--- src/rtl/cpu_player.sv ---
// cpu_player: LFSR-paced CPU opponent that issues single-cycle key presses.
// Optional press statistics counter enabled by defining CPU_PLAYER_STATS_EN.
module cpu_player #(
    parameter int unsigned TICK_DIV = 25_000_000,
    parameter int unsigned COOLDOWN = 2,
    parameter logic [9:0]  SEED     = 10'h001
) (
    input  logic       clk,
    input  logic       reset,
    input  logic       enable,
    input  logic       game_over,
    input  logic [8:0] difficulty,
    output logic       press,
    output logic [7:0] press_count
);

    localparam int CW = $clog2(TICK_DIV);
    localparam int HW = (COOLDOWN > 1) ? $clog2(COOLDOWN) : 1;
    localparam logic [CW-1:0] DIV_LAST  = CW'(TICK_DIV - 1);
    localparam logic [HW-1:0] HOLD_LAST = HW'(COOLDOWN - 1);

    typedef enum logic [1:0] {
        IDLE,
        ARMED,
        FIRE,
        HOLD
    } state_t;

    state_t        state_q;
    state_t        state_d;
    logic [CW-1:0] div_q;
    logic [9:0]    lfsr_q;
    logic [HW-1:0] hold_q;
    logic          tick;
    logic          halt;
    logic          shoot;
    logic          press_d;

    assign tick  = (div_q == DIV_LAST);
    assign halt  = !enable || game_over;
    assign shoot = tick && (lfsr_q[8:0] < difficulty);

    always_ff @(posedge clk or negedge reset) begin
        if (!reset) begin
            div_q <= '0;
        end else if (tick) begin
            div_q <= '0;
        end else begin
            div_q <= div_q + CW'(1);
        end
    end

    // x^10 + x^7 + 1; an all-zero register would lock up, so reseed it
    always_ff @(posedge clk or negedge reset) begin
        if (!reset) begin
            lfsr_q <= SEED;
        end else if (tick) begin
            if (lfsr_q == 10'd0) begin
                lfsr_q <= SEED;
            end else begin
                lfsr_q <= {lfsr_q[8:0], lfsr_q[9] ^ lfsr_q[6]};
            end
        end
    end

    always_ff @(posedge clk or negedge reset) begin
        if (!reset) begin
            hold_q <= '0;
        end else if (state_q == FIRE) begin
            hold_q <= '0;
        end else if (state_q == HOLD && tick) begin
            hold_q <= hold_q + HW'(1);
        end
    end

    always_ff @(posedge clk or negedge reset) begin
        if (!reset) begin
            state_q <= IDLE;
        end else begin
            state_q <= state_d;
        end
    end

    always_comb begin
        state_d = state_q;
        if (halt) begin
            state_d = IDLE;
        end else begin
            unique case (state_q)
                IDLE:  state_d = ARMED;
                ARMED: if (shoot) state_d = FIRE;
                FIRE:  state_d = HOLD;
                HOLD:  if (tick && hold_q == HOLD_LAST) state_d = ARMED;
            endcase
        end
    end

    always_comb begin
        press_d = (state_d == FIRE);
    end

    // registered so press mirrors the FIRE state without combinational glitches
    always_ff @(posedge clk or negedge reset) begin
        if (!reset) begin
            press <= 1'b0;
        end else begin
            press <= press_d;
        end
    end

`ifdef CPU_PLAYER_STATS_EN
    logic [7:0] count_q;

    always_ff @(posedge clk or negedge reset) begin
        if (!reset) begin
            count_q <= 8'd0;
        end else if (state_q == FIRE && count_q != 8'hFF) begin
            count_q <= count_q + 8'd1;
        end
    end

    assign press_count = count_q;
`else
    assign press_count = 8'd0;
`endif

endmodule

--- config.mk ---
export PLATFORM = sky130hd
export DESIGN_NAME = cpu_player
export DESIGN_NICKNAME = d
export VERILOG_FILES = /design/src/rtl/cpu_player.sv
export SDC_FILE = /design/constraint.sdc
export NUM_CORES = 1
export LEC_CHECK = 0
export BUFFER_PORTS_ARGS = -buffer_cell sky130_fd_sc_hd__buf_2
export CELL_PAD_IN_SITES_DETAIL_PLACEMENT = 0
export CELL_PAD_IN_SITES_GLOBAL_PLACEMENT = 2
export CORE_MARGIN = 2
export CORE_UTILIZATION = 32
export DETAILED_ROUTE_END_ITERATION = 8
export PLACE_DENSITY = 0.72
export SETUP_SLACK_MARGIN = 0.1
export SYNTH_ARGS = -nofsm -noshare
export SYNTH_HDL_FRONTEND = slang
export SYNTH_SLANG_ARGS = --single-unit
--- constraint.sdc ---
create_clock -name clk -period 3.9 [get_ports clk]
set_input_delay 0.585 -clock clk [delete_from_list [all_inputs] [get_ports clk]]
set_output_delay 0.585 -clock clk [all_outputs]
set_load 0.01 [all_outputs]
; ---- After elaboration in Yosys (flattened, before gate mapping)
; Cells that the tools add are included.
[word_totals]
regBits = 39
output_inout_bits = 9
word_cells = 30
[op_classes]
n_addsub = 2
order_cmp = 1
eq_ne = 5
mux = 8
bitwise = 1
n_reduce_logical = 8
[ops]
columns = cell, count
row1 = "25-bit by 1-bit adder with 25-bit output, second input constant", 1
row2 = "25-bit equality test, second input constant", 1
row3 = 25-bit 2-to-1 mux, 1
row4 = 10-bit zero test, 1
row5 = 10-bit 2-to-1 mux, 1
row6 = 9-bit < comparator, 1
row7 = 2-bit one-hot mux with 4 select lines, 1
row8 = "2-bit equality test, second input constant", 3
row9 = 2-bit 2-to-1 mux, 3
row10 = 1-bit logical AND, 3
row11 = "2-bit by 1-bit equality test with 1-bit output, second input constant", 1
row12 = 2-bit zero test, 1
row13 = 1-bit 2-to-1 mux, 2
row14 = 2-bit nonzero test, 1
row15 = "1-bit adder, second input constant", 1
row16 = 1-bit zero test, 1
row17 = 1-bit logical OR, 1
row18 = 1-bit XOR, 1

; ---- Depth between registers and ports, before layout
[depth]
word_depth = 6
mapped_depth = 7
mapped_depth_nobuf = 7

; ---- Least setup slack after synthesis
; No wires, ideal clock.
[synth_timing]
path_kind = register to register
from = register div_q[9]
to = register lfsr_q[6]
setup_time_ns = 0.117
arrival_ns = 2.092
required_time_ns = 3.783
slack_ns = 1.691
path_stages_with_launch = 8
path_buffers = 2
synth_period_minus_slack_ns = 2.209
cell_sequence = dfrtp_1 -> or4_1 -> or4_4 -> or3_1 -> buf_6 -> buf_8 -> nand2_1 -> nand2_1
[synth_between]
elab_chain_cells = 1
[synth_lines]
columns = element, line_no
row1 = from (decl), 31  ; logic [CW-1:0] div_q;
row2 = from (signal assigned), 49  ; div_q <= div_q + CW'(1);
row3 = 25-bit equality test, 39  ; assign tick = (div_q == DIV_LAST);
row4 = to (signal assigned), 61  ; lfsr_q <= {lfsr_q[8:0], lfsr_q[9] ^ lfsr_q[6]};
row5 = to (decl), 32  ; logic [9:0] lfsr_q;
; No other way between the ends.
; A chain may end at the register's enable or synchronous reset.

; ---- Worst setup path after layout
[layout_timing]
from = register div_q[9]
to = register lfsr_q[0]
; The elaborated chain is that of the path after synthesis.

==> flow_metrics.py <==
metrics = {
    "run_status": {
        "outcome": "finished, final reports clean",
    },
    "power": {
        "irDropWorstVdd_uv": 180.3,
        "p_sw_uw": 158.1,
        "clkPwrFrac_pct": 48.0,
        "powerDensity_nw_per_um2": 366.4,
        "p_leak_nw": 1.095,
        "swShare_pct": 19.14,
        "seqPwrFrac_pct": 49.0,
        "p_int_uw": 668.0,
        "pwr-share-comb_pct": 3.0,
    },
    "global_route": {
        "grt_use_total_pct": 11.68,
        "grt_start_max_net_pins": 40,
        "grt_pass1_wl_mm": 6.637,
        "antenna_found_initial": 0,
        "grt_pass1_vias": 1374,
        "grt_overflow_total": 0,
    },
    "routing": {
        "vias": 1421,
        "drtIter0Drc": 46,
        "vias_per_cell": 4.690,
        "dr.pass1.iters": 4,
        "antenna_left": 0,
        "totalWireLength_mm": 3.808,
        "post_drt_wl_per_cell_um": 12.57,
        "drc": 0,
    },
    "floorplanning": {
        "core_um2": 6026,
        "initial_core_util_pct": 33.62,
        "fp.dieH_um": 83.57,
        "dieArea_um2": 6983,
        "row_count": 28,
        "io_pins": 22,
        "die_w_um": 83.57,
    },
    "setup_path": {
        "reg2reg_slack_ps": 1360,
        "crit_required_ps": 4100,
        "critPathCaptureType": "flop",
        "crit_path_max_fanout": 18,
        "arrival_ps": 2740,
        "crit_type": "flop to flop",
        "worst_r2r_endpoint": "lfsr_q[0]",
        "r2r_start": "div_q[9]",
        "crit_path_start_kind": "flop",
        "reg2reg_depth": 5,
    },
    "timing": {
        "setup_tns_ps": 0,
        "worst_clock_skew_ps": 9.295,
        "period_minus_slack_ps": 2538,
        "report.final.slew_viol_count": 0,
        "maxSlewHeadroom_pct": 42.41,
        "fmaxAchievable_ghz": 0.3941,
        "min_period_over_period_pct": 65.07,
        "tightest_slew_ps": 863.9,
        "worst_slack_ps": 1362,
        "setup_violations": 0,
        "hold_viol_final": 0,
        "rsz0062_at_grt": "no",
    },
    "placement": {
        "dpl.hpwl_mm": 2.710,
        "place_congestion": 0.6973,
        "preCtsSetupSlack_ps": 1343,
        "numPortBuffers": 13,
    },
    "clocking": {
        "hold_buffers": 0,
        "htree_num_levels": 2,
        "clk_pin_slew_worst_paths_ps": 80,
        "cts_setup_buffers": 0,
        "cts_buffer_depth": 2,
        "numClockSinks": 39,
        "cts_tree": "yes",
        "post_cts_resized": 0,
        "worst_skew_pair.late_latency_ps": 290,
        "cts_root_buf": "clkbuf_8",
        "cts_made_buffers": 5,
    },
    "yosys": {
        "syn_avg_cell_area_um2": 9.600,
        "async_flop_share_pct": 100.0,
        "ys_seq_area_share_pct": 48.24,
        "yosys_warnings": 0,
        "synth-seq-cells": 39,
        "synth_edf_count": 0,
        "synth_area_um2": 2026,
        "ys_types": 40,
        "synth_ff_type": "dfrtp_1",
        "postSynthCellCount": 211,
    },
    "run": {
        "drv_cap": 0,
    },
    "cells_and_area": {
        "num_antenna_cells": 0,
        "layout.nets": 249,
        "area_growth_pct": 11.30,
        "final_layout_size_suffix_gt1_share_pct": 12.72,
        "final_core_util_pct": 37.42,
    },
    "min_path": {
        "hp-class": "input port to async pin",
    },
}
## Yosys cell counts, types with 3 or more instances
master   number  share of area, %
buf_4         8               3.0
or3_1         3              0.93
nor2_1       19               3.5
dfrtp_1      38                47
o21ai_0       3              0.74
inv_1        10               1.9
nand2_1      38               7.0
a21oi_1       4              0.99
xor2_1       11               4.8
nand4_1       5               1.5
xnor2_1       9               3.9
and3_1        4               1.2
nor3_1        3              0.74
nand3_1      16               4.0
ha_1          9               5.6
## cell usage in the layout (no fill, tap or decap), drive strengths merged, types with 2 or more instances in the layout
cell type,count
o31ai,2
inv,10
nand2b,2
o211ai,2
bufinv,2
conb,8
buf,14
dfrtp,38
a21oi,5
nor4,2
nor3,4
ha,9
o21ai,5
xor2,11
and3,5
nand2,38
or4,2
xnor2,9
a21o,2
clkbuf,6
nand3,16
nand4,5
or3,3
nor2,19
## worst max-delay path by stage
stage	start	slack (ps)	cells after the start	to
after floorplan	div_q[9]	1690	7	lfsr_q[6]
after global placement	div_q[9]	1390	5	lfsr_q[0]
after detailed placement	div_q[9]	1340	5	lfsr_q[0]
after CTS	div_q[9]	1340	5	lfsr_q[0]
after global routing	div_q[9]	1230	5	lfsr_q[0]
final	div_q[9]	1360	5	lfsr_q[0]
## through the flow
step | hold WS (ps) | power [mW] | area [um^2] | instances
3_5_place_dp | 479.2 | 0.4384 | 2122 | 295
6_report | 410.4 | 0.8261 | 2255 | 303
5_1_grt | 469.6 | 0.8605 | 2255 | 303
3_3_place_gp | 473.1 | 0.4383 | 2122 | 295
2_1_floorplan | 289.4 | 0.4286 | 2052 | 218
4_1_cts | 447.8 | 0.8355 | 2255 | 303
## final cells by class
class / instances / area, um^2
well taps: 75 / 93.84
multi-input cells: 157 / 940.9
clock inverters: 2 / 60.06
clock buffers: 6 / 72.57
flip-flops and latches: 39 / 977.2
repair buffers: 14 / 72.57
fillers: 626 / 3771
inverters: 10 / 37.54
## critical path: stages, from the launching register on
cell	delay, ps
dfrtp_1	430
or4_1	520
or4_4	530
or3_1	620
a311oi_2	320
a21oi_2	50
## cell families after synthesis
kind of cell / Yosys count / synth area share (%)
xor+xnor: 20 / 8.647
fa+ha+maj: 9 / 5.559
other cells: 1 / 0.1851
mux: 1 / 0.4942
flops: 39 / 48.24
compound gates: 19 / 6.670
buf+inv: 22 / 6.609
simple gates: 100 / 23.60
## sequential cells by signal (all words and copies together) (netlist names)
signal   cells
div_q       25
lfsr_q      10
state_q      2
hold_q       1
press        1
## power groups by stage
stage	registers (mW)	clock network (mW)	logic, mW
6_report	0.405	0.397	0.0245
5_1_grt	0.405	0.426	0.0291
4_1_cts	0.405	0.405	0.0255
3_5_place_dp	0.413	0	0.0254
3_3_place_gp	0.413	0	0.0253
2_1_floorplan	0.413	0	0.0157
## routing by layer
metal | GRT usage [%] | up-vias | share of wire (%)
met5 | 0 | - | 0
met4 | 3.519 | 0 | 0.60
met3 | 2.868 | 4 | 3.2
met2 | 18.04 | 18 | 45
met1 | 16.18 | 670 | 51
li1 | - | 729 | -
Note: power is estimated with default switching activity, not from simulation.
